==> src/rtl/serial_compare_ctrl.sv <==
// rtl/serial_compare_ctrl.sv - MSB-first serial magnitude comparator built on one 2-bit slice
module serial_compare_ctrl #(
   parameter int WIDTH      = 8,
   parameter bit EARLY_EXIT = 1'b1
) (
   input  logic                         clk,
   input  logic                         rst_n,
   input  logic                         start,
   input  logic [WIDTH-1:0]             a,
   input  logic [WIDTH-1:0]             b,
   output logic                         busy,
   output logic                         done,
   output logic                         gt,
   output logic                         eq,
   output logic                         lt,
   output logic [$clog2(WIDTH/2+1)-1:0] slices
);

   localparam int NSLICE = WIDTH / 2;
   localparam int IDXW   = (NSLICE > 1) ? $clog2(NSLICE) : 1;
   localparam int SW     = $clog2(NSLICE + 1);

   typedef enum logic [1:0] {
      S_IDLE = 2'd0,
      S_RUN  = 2'd1,
      S_DONE = 2'd2
   } state_t;

   state_t           r_state;
   logic [WIDTH-1:0] r_a;
   logic [WIDTH-1:0] r_b;
   logic [IDXW-1:0]  r_idx;
   logic [SW-1:0]    r_slices;
   logic             r_busy;
   logic             r_done;
   logic             r_gt;
   logic             r_eq;
   logic             r_lt;
   // first-unequal slice result, only used when the full width is always scanned
   logic             r_sticky;
   logic             r_sgt;

   logic [1:0]       w_sa;
   logic [1:0]       w_sb;
   logic             w_ne;
   logic             w_gt;

   // select the 2-bit slice pair addressed by the current index
   always_comb begin
      w_sa = 2'b00;
      w_sb = 2'b00;
      for (int i = 0; i < NSLICE; i++) begin
         if (r_idx == IDXW'(i)) begin
            w_sa = r_a[2*i +: 2];
            w_sb = r_b[2*i +: 2];
         end
      end
   end

   assign w_ne = (w_sa != w_sb);
   assign w_gt = (w_sa > w_sb);

   // sequencer: accept, scan slices MSB-first, pulse done, return to idle
   always_ff @(posedge clk) begin
      if (!rst_n) begin
         r_state  <= S_IDLE;
         r_a      <= '0;
         r_b      <= '0;
         r_idx    <= '0;
         r_slices <= '0;
         r_busy   <= 1'b0;
         r_done   <= 1'b0;
         r_gt     <= 1'b0;
         r_eq     <= 1'b0;
         r_lt     <= 1'b0;
         r_sticky <= 1'b0;
         r_sgt    <= 1'b0;
      end else begin
         r_done <= 1'b0;
         case (r_state)
            S_IDLE: begin
               if (start) begin
                  r_a      <= a;
                  r_b      <= b;
                  r_idx    <= IDXW'(NSLICE - 1);
                  r_slices <= '0;
                  r_gt     <= 1'b0;
                  r_eq     <= 1'b0;
                  r_lt     <= 1'b0;
                  r_sticky <= 1'b0;
                  r_sgt    <= 1'b0;
                  r_busy   <= 1'b1;
                  r_state  <= S_RUN;
               end
            end
            S_RUN: begin
               r_slices <= r_slices + 1'b1;
               if (w_ne && EARLY_EXIT) begin
                  r_gt    <= w_gt;
                  r_lt    <= ~w_gt;
                  r_eq    <= 1'b0;
                  r_busy  <= 1'b0;
                  r_done  <= 1'b1;
                  r_state <= S_DONE;
               end else if (r_idx == '0) begin
                  // last slice: the earliest mismatch seen decides the result
                  if (r_sticky) begin
                     r_gt <= r_sgt;
                     r_lt <= ~r_sgt;
                  end else if (w_ne) begin
                     r_gt <= w_gt;
                     r_lt <= ~w_gt;
                  end else begin
                     r_eq <= 1'b1;
                  end
                  r_busy  <= 1'b0;
                  r_done  <= 1'b1;
                  r_state <= S_DONE;
               end else begin
                  if (w_ne && !r_sticky) begin
                     r_sticky <= 1'b1;
                     r_sgt    <= w_gt;
                  end
                  r_idx <= r_idx - 1'b1;
               end
            end
            S_DONE: begin
               r_state <= S_IDLE;
            end
            default: begin
               r_state <= S_IDLE;
            end
         endcase
      end
   end

   assign busy   = r_busy;
   assign done   = r_done;
   assign gt     = r_gt;
   assign eq     = r_eq;
   assign lt     = r_lt;
   assign slices = r_slices;

endmodule

==> config.mk <==
export PLATFORM = sky130hd
export DESIGN_NAME = serial_compare_ctrl
export DESIGN_NICKNAME = d
export VERILOG_FILES = /design/src/rtl/serial_compare_ctrl.sv
export SDC_FILE = /design/constraint.sdc
export NUM_CORES = 1
export LEC_CHECK = 0
export CORE_AREA = 2 2 61 63
export DETAILED_ROUTE_END_ITERATION = 16
export DIE_AREA = 0 0 63 65
export PLACE_DENSITY = 0.61
export SLEW_MARGIN = 10
export SYNTH_ARGS = -nofsm -noshare
export SYNTH_HDL_FRONTEND = slang
export SYNTH_SLANG_ARGS = --single-unit
==> constraint.sdc <==
create_clock -name clk -period 5.8 [get_ports clk]
set_input_delay 1.16 -clock clk [delete_from_list [all_inputs] [get_ports clk]]
set_output_delay 1.16 -clock clk [all_outputs]
set_load 0.005 [all_outputs]
==> results of run 1 <==
-- worst min-delay path, cell delays in order, from the launching register on --
cell	delay, ps
dfxtp_1	320
nand2_1	50
o2bb2ai_1	50
-- cell families (layout without fill, tap and decap cells) --
kind of cell,count (synthesis),count (layout),share of synthesized area
AO/OA/AOI/OAI,47,47,0.218
AND/OR/NAND/NOR,69,69,0.214
multiplexers,1,1,0.00843
flip-flops,30,30,0.449
adder cells (fa/ha/maj),7,7,0.0655
buffers and inverters,14,41,0.0440
-- power by group through the flow --
| stage | Combinational [mW] | Sequential (mW) | Clock, mW |
|---|---|---|---|
| after floorplan | 0.0891 | 0.238 | 0 |
| after global placement | 0.131 | 0.240 | 0 |
| after detailed placement | 0.134 | 0.241 | 0 |
| after CTS | 0.135 | 0.236 | 0.162 |
| after global routing | 0.151 | 0.239 | 0.171 |
| final | 0.133 | 0.236 | 0.157 |
-- flip-flops by register name, indices dropped and copies added, names as in the netlist --
name and count:
r_a 8, r_b 8, slices 3, r_idx 2, r_state 2, busy 1, done 1, eq 1
gt 1, lt 1, r_sgt 1, r_sticky 1
-- through the flow --
step                utilization  area [sq um]
floorplan                     -          1340
detailed placement        0.465          1620
CTS                       0.487          1700
finish                    0.487          1700
global placement          0.465          1620
global route              0.487          1700
-- area by class of cell --
class	instances	area, sq um	area share
multi-input cells	124	677	0.398
repair buffers	26	260	0.153
well taps	48	60.1	0.0353
clock buffers	8	78.8	0.0463
inverters	7	26.3	0.0154
flip-flops and latches	30	601	0.353
-- worst paths after layout --
path / from / endpoint / depth (start not counted)
max: rst_n / slices[0] / 3
min: gt / gt / 2
max reg2reg: r_idx[0] / eq / 11
min reg2reg: gt / gt / 2
-- routing by layer --
metal / wire (um) / vias up
met4: 58 / 0
met3: 134 / 6
met2: 1360 / 22
met1: 1380 / 544
met5: 0 / -
li1: - / 616
-- synth_stat cells, types with 2 or more instances --
cell type and count:
buf_2 2, nor2_1 17, inv_1 6, ha_1 7, o21ai_0 8, dfxtp_1 30, a22oi_1 4, nor3_1 2
clkbuf_1 4, nand2b_1 2, a21boi_1 5, a21oi_1 20, and3_1 2, nand2_1 41, a211oi_1 3
==> summary by stage, run 1 <==
Drt
In this run the remaining antenna-violating nets after routing total 0. The detail-routed via count per cell is 4.89. In this run, the number of DRC markers left after iteration 0 of detailed routing was 53. After detailed routing, the average wire length per cell comes to 12.1 um. The detailed-route via count is 1188. After detailed routing, the total wire length is 2.93 mm. For this run, the detailed router's first-pass iteration total came to 4. The detailed-route DRC error count is 0.

Clocking
The cell at the root of the clock tree is clkbuf_4. In this run, post-CTS hold repair placed 0 buffers. Clock-pin slew was measured on the worst setup and hold paths at 100 ps. In this run, CTS created clock tree buffers numbering 5.

Clock latency on the worst-skew pair, taken at its later pin, is 330 ps. TritonCTS built the clock tree. Post-CTS timing repair inserted 0 buffers for setup. The number of resized instances in the post-cts repair step is 0. The CTS sink count is 30. The number of buffers on the longest clock path is 2.

The number of H-tree levels is 2.

STA
The total count of hold-check failures in the final report is 0. The clock arrives with 9.53 ps of skew. The final-report setup violation count is 0. Setup repair after global routing left no endpoint under its margin. The worst hold slack is 464 ps. Measured against its own limit, the worst slew margin works out to 0.548. The final clock period utilization by the worst path is 0.418. The post-layout minimum cycle time is 2420 ps. The fmax is 0.413 GHz. The worst-case setup margin in the final layout is 3380 ps.

In the final timing run, aggregate negative setup slack is 0 ps. The number of pins with negative max-slew slack in the final report is 0. The transition at the pin with the smallest max-transition slack is 678 ps.

Pwr
The switching power total is 0.162 mW. Of the total power, the share spent switching nets is 0.308. The total power per unit cell area is 309 mW/mm^2. The share of total power dissipated in sequential elements is 0.449.

Of the total power, the clock network draws 0.299. IR analysis of the VDD net gives a maximum drop of 154 uV. Of the total power, combinational logic draws 0.253. The internal power of the cells totals 0.364 mW. The total power consumption of the routed design is 0.526 mW.

Summed over all cells, the static leakage comes to 0.660 nW.

Die
The cell row count is 22. The floorplan step defined a core boundary enclosing 0.00350 sq mm. The floorplan step set the die height to 65 um.

The initial cell density of the core is 0.382. The die is 63 um wide. During I/O placement, the number of pins put on the boundary was 27. The area of the die is 0.00410 sq mm.

Global route
In this run the most used layer during global routing was met2. The number of antenna violations at the first check in global routing is 0. Entering global routing, the biggest net connects 21 pins. The all-layer global routing usage is 0.162.

The first global-routing pass estimated 5.15 mm of wire. The global-route track usage on met3 is 0.0608. For this run, global-route usage on met1 was measured as 0.186.

After global routing the overflow that remains totals 0. The met2 track demand over resource in global routing is 0.266. The via count of the first global-routing pass came to 1218.

Setup path
The arrival time at the worst endpoint is 2660 ps. The startpoint class of the critical path is a primary input. The critical path is of the in2reg type.

Across all register-to-register paths, the minimum setup slack is 3420 ps. The critical-path cell with the highest stage delay is clkdlybuf4s50_1. The cell type group with the largest total delay on the critical path is buffers and inverters. The data required time of the worst path is 6040 ps. Walking the worst path, the cells encountered are clkdlybuf4s50_1, clkinv_1, a211oi_1. Together, buffers and inverters on the worst path number 2. Of all nets on the critical path, the largest fanout is 18. In this design, the stage delay of the slowest critical-path cell is 680 ps.

STA classifies the critical path endpoint as a flip-flop.

Finish
The repair_antennas step left the layout with diodes totalling 0. Once layout is complete, the cells apart from fillers number 243. Fill cells in the final layout number 357. In the final layout, the share of cells above drive strength 1 is 0.0667.

The number of nets in the final layout is 220. Compared with the post-synthesis result, the final layout area differs by 27.4%. The most common cell after layout, fill and taps aside is nand2_1. In the layout the commonest cells are nand2_1, dfxtp_1, clkdlybuf4s50_1.

Placement
Including well taps, the total number of placed cells is 235. Buffers placed on the I/O ports in this run total 26. Timing analysis after detailed placement gives a worst setup slack of 2980 ps. Routability-driven placement finished with a final weighted congestion of 0.843. The total half-perimeter wirelength after legalization and detailed placement is 2.11 mm.

Yosys
The mean area per synthesized cell is 7.95 sq um. The prevailing post-synth register cell is dfxtp_1. For this run, the register share of the synthesized area comes to 0.449. The synthesis warning total is 0. After synthesis the netlist holds a flip-flop and latch count of 30.

After synthesis, the cell types taking the most area are dfxtp_1, nand2_1, a21oi_1. The synthesized netlist cell count is 168. The share of synthesized area in the top cell type comes to 0.449. The net count after synthesis is 194.

The post-synthesis instance area is 0.00134 sq mm. The fraction of synthesis flops using an asynchronous set or reset pin is 0. The number of flops mapped to enable cells by yosys is 0. The cell type contributing the most total cell area after synthesis is dfxtp_1.

The number of distinct library cell variants in the gate-level netlist after synthesis is 30.

Worst hold path
The type of the worst min-delay path is reg2reg.

Outcome
The flow ran to the end, and the final reports show no timing, DRC or antenna violations.

Job
The max-cap violation count is 0.
Note: power is estimated with default switching activity, not from simulation.
==> run 2, diff against run 1 <==
- clock period: 5.8 -> 2.3 ns (I/O delays scaled with it)
==> summary by stage, run 2 (same netlist as run 1, synthesis figures left out) <==
Global route
The all-layer global routing usage was 0.166 (was 0.162). The wire length of the first global-routing pass is 5.35 mm (was 5.15 mm). The number of antenna violations at the first check in global routing is 0 (unchanged). The via count of the first global-routing pass was 1237 (was 1218).

The maximum number of pins on one net before global-route repair came to 19 (was 21). The total global routing overflow is 0 (unchanged).

Finish
The final standard cell area without fillers is 0.00174 sq mm (was 0.00170 sq mm). The number of nets in the final layout was 227 (was 220). The area of the multi-input gates is 689 sq um (was 677 sq um). The number of diodes added for antenna fixing was 0 (unchanged). Most used cells in the layout excluding fill and tap cells: nand2_1, dfxtp_1, clkdlybuf4s50_1 (unchanged).

The fraction of final layout cells with drive strength greater than 1 is 0.109 (was 0.0667). The area added between synthesis and finish is 30.1% (was 27.4%). The footprint of the flip-flops and latches was 606 sq um (was 601 sq um). The most common cell after layout, fill and taps aside was nand2_1 (unchanged). The fill cell total of the finished layout was 361 (was 357).

Die
The initial cell density of the core is 0.382 (unchanged). The core outline area was 0.00350 sq mm (unchanged). The y dimension of the die is 65 um (unchanged). The cell row count is 22 (unchanged).

The top-level port count was 27 (unchanged). The area of the die was 0.00410 sq mm (unchanged). The overall die width is 63 um (unchanged).

Placement
The post-placement setup slack is 52.2 ps (was 2980 ps). The total half-perimeter wirelength after legalization and detailed placement came to 2.23 mm (was 2.11 mm). The routability congestion estimate from global placement came to 0.745 (was 0.843).

The number of I/O port buffers is 26 (unchanged). The total cell area at the placement stage came to 0.00166 sq mm (was 0.00162 sq mm).

Pwr
The standby leakage power is 0.672 nW (was 0.660 nW). The total power consumption of the routed design is 1.24 mW (was 0.526 mW). The clock network fraction of design power is 0.228 (was 0.299).

The cell-internal power was 0.847 mW (was 0.364 mW). The switching share of power came to 0.316 (was 0.308). The total power per unit cell area is 712 mW/mm^2 (was 309 mW/mm^2). The worst ir drop on vdd was 415 uV (was 154 uV). The portion of total power attributed to combinational logic is 0.288 (was 0.253).

The switching power total was 0.391 mW (was 0.162 mW). The sequential group share of total power is 0.484 (was 0.449).

STA
The number of pins with negative max-slew slack in the final report was 0 (unchanged). The transition at the pin with the smallest max-transition slack is 336 ps (was 678 ps). The final worst clock skew came to 6.36 ps (was 9.53 ps). The final-report setup violation count is 0 (unchanged). The total count of hold-check failures in the final report is 0 (unchanged).

RSZ-0062 raised after global routing: true (was false). The remaining max-slew budget at the tightest pin is 0.775 (was 0.548). The fmax is 0.467 GHz.

After layout, the minimum clock period comes to 2140 ps. The final clock period utilization by the worst path is 0.931. The worst-case setup margin in the final layout is 158 ps (was 3380 ps). The setup total negative slack came to 0 ps (unchanged).

Drt
The number of optimization iterations in the first detailed-route pass came to 4 (unchanged). The detailed-route wire length per cell was 12.0 um (was 12.1 um). The count of routing violations after the opening detailed-route iteration is 32 (was 53). The count of antenna-violating nets left after detailed routing is 0 (unchanged). The detailed-route wire length is 3.00 mm (was 2.93 mm). The detailed-route via count is 1229 (was 1188). The detailed-route DRC error count is 0 (unchanged). The detail-routed via count per cell is 4.94 (was 4.89).

Clocking
The latest clock arrival within the worst-skew pair is 320 ps (was 330 ps). The clock input transition at the sequential cells of the worst setup and hold paths is 90 ps (was 100 ps). The cell at the root of the clock tree was clkbuf_4 (unchanged). The number of H-tree levels is 2 (unchanged). The total clock buffers created by CTS is 5 (unchanged). The total of hold buffers inserted after clock tree synthesis is 0 (unchanged). The CTS tree is done (unchanged). The CTS sink count came to 30 (unchanged).

The number of buffers on the longest clock path is 2 (unchanged).

Setup path
The most frequent cell on the critical path is nand2_1. The maximum cell stage delay along the critical path is 370 ps (was 680 ps). The total stage count of the critical path is 10 (was 3). Critical-path cell list: inv_1, ha_2, nand2_1, o21ai_0, a22oi_1, ha_1, nand2_1, o21ai_2, nor2_1, o221a_1 (was clkdlybuf4s50_1, clkinv_1, a211oi_1). The combined buffer and inverter count along the critical path is 1 (was 2).

The data required time of the worst path is 2520 ps (was 6040 ps). The startpoint class of the critical path was a flip-flop (was primary input). The number of cells on the worst reg-to-reg path was 10 (was 11). The classification of the worst setup path is reg2reg (was in2reg). The cell type group with the largest total delay on the critical path is compound AO/OA/AOI/OAI gates (was buffers and inverters). The critical-path cell with the highest stage delay was dfxtp_4 (was clkdlybuf4s50_1). The critical path endpoint category is a flip-flop (unchanged).

The arrival time at the worst endpoint is 2360 ps (was 2660 ps). The biggest fanout along the worst timing path came to 5 (was 18).

Worst hold path
The type of the worst min-delay path is reg2reg (unchanged). The worst hold path stage count was 2 (unchanged).

Outcome
Outcome: finished clean (unchanged).

Job
The max-cap violation count is 0 (unchanged).
## run 2: worst paths after layout
check / slack [ps] / start / to
setup / recovery: 160 / r_idx[0] / eq
hold / removal: 460 / gt / gt
setup reg to reg: 160 / r_idx[0] / eq
hold reg to reg: 460 / gt / gt
## run 2: final cells by class
class / count / share of cell area
Clock buffer: 7 / 0.0259
Inverter: 7 / 0.0151
Multi-Input combinational cell: 124 / 0.396
Sequential cell: 30 / 0.348
Tap cell: 48 / 0.0345
Timing Repair Buffer: 33 / 0.180
## run 2: per-layer routing
metal / wire (um) / vias up / part of all wire / global-route usage
met1: 1380 / 570 / 0.46 / 0.193
met3: 121 / 4 / 0.040 / 0.0538
met5: 0 / - / 0 / 0
li1: - / 634 / - / -
met4: 22 / 0 / 0.0073 / 0.0583
met2: 1470 / 21 / 0.49 / 0.286
## run 2: repair_timing
item | 4_1_cts | 5_1_grt
buffers inserted | 0 | 2
endpoints found under the setup margin | 0 | 7
gates resized for setup | 0 | 9
## run 2: worst register-to-register path: stages (launching register included)
cell	delay (ps)
dfxtp_4	370
inv_1	90
ha_2	240
nand2_1	80
o21ai_0	200
a22oi_1	110
ha_1	330
nand2_1	120
o21ai_2	240
nor2_1	60
o221a_1	220
## run 2: power by group through the flow
stage / registers [mW] / logic (mW) / clock network, mW
final: 0.599 / 0.357 / 0.282
after global routing: 0.605 / 0.406 / 0.316
after CTS: 0.598 / 0.346 / 0.292
after detailed placement: 0.610 / 0.343 / 0
after global placement: 0.608 / 0.335 / 0
after floorplan: 0.601 / 0.225 / 0
## run 2: stage by stage
step	util	std cells	hold WS [ps]
floorplan	-	168	432
detailed placement	0.475	240	450
CTS	0.488	247	463
finish	0.497	249	460
global route	0.497	249	485
global placement	0.475	240	445
==> run 3, diff against run 2 <==
- HOLD_SLACK_MARGIN: not set -> 0.08
==> results of run 3 <==
Same layout as run 2: the final DEF is identical, and so are final timing and power.
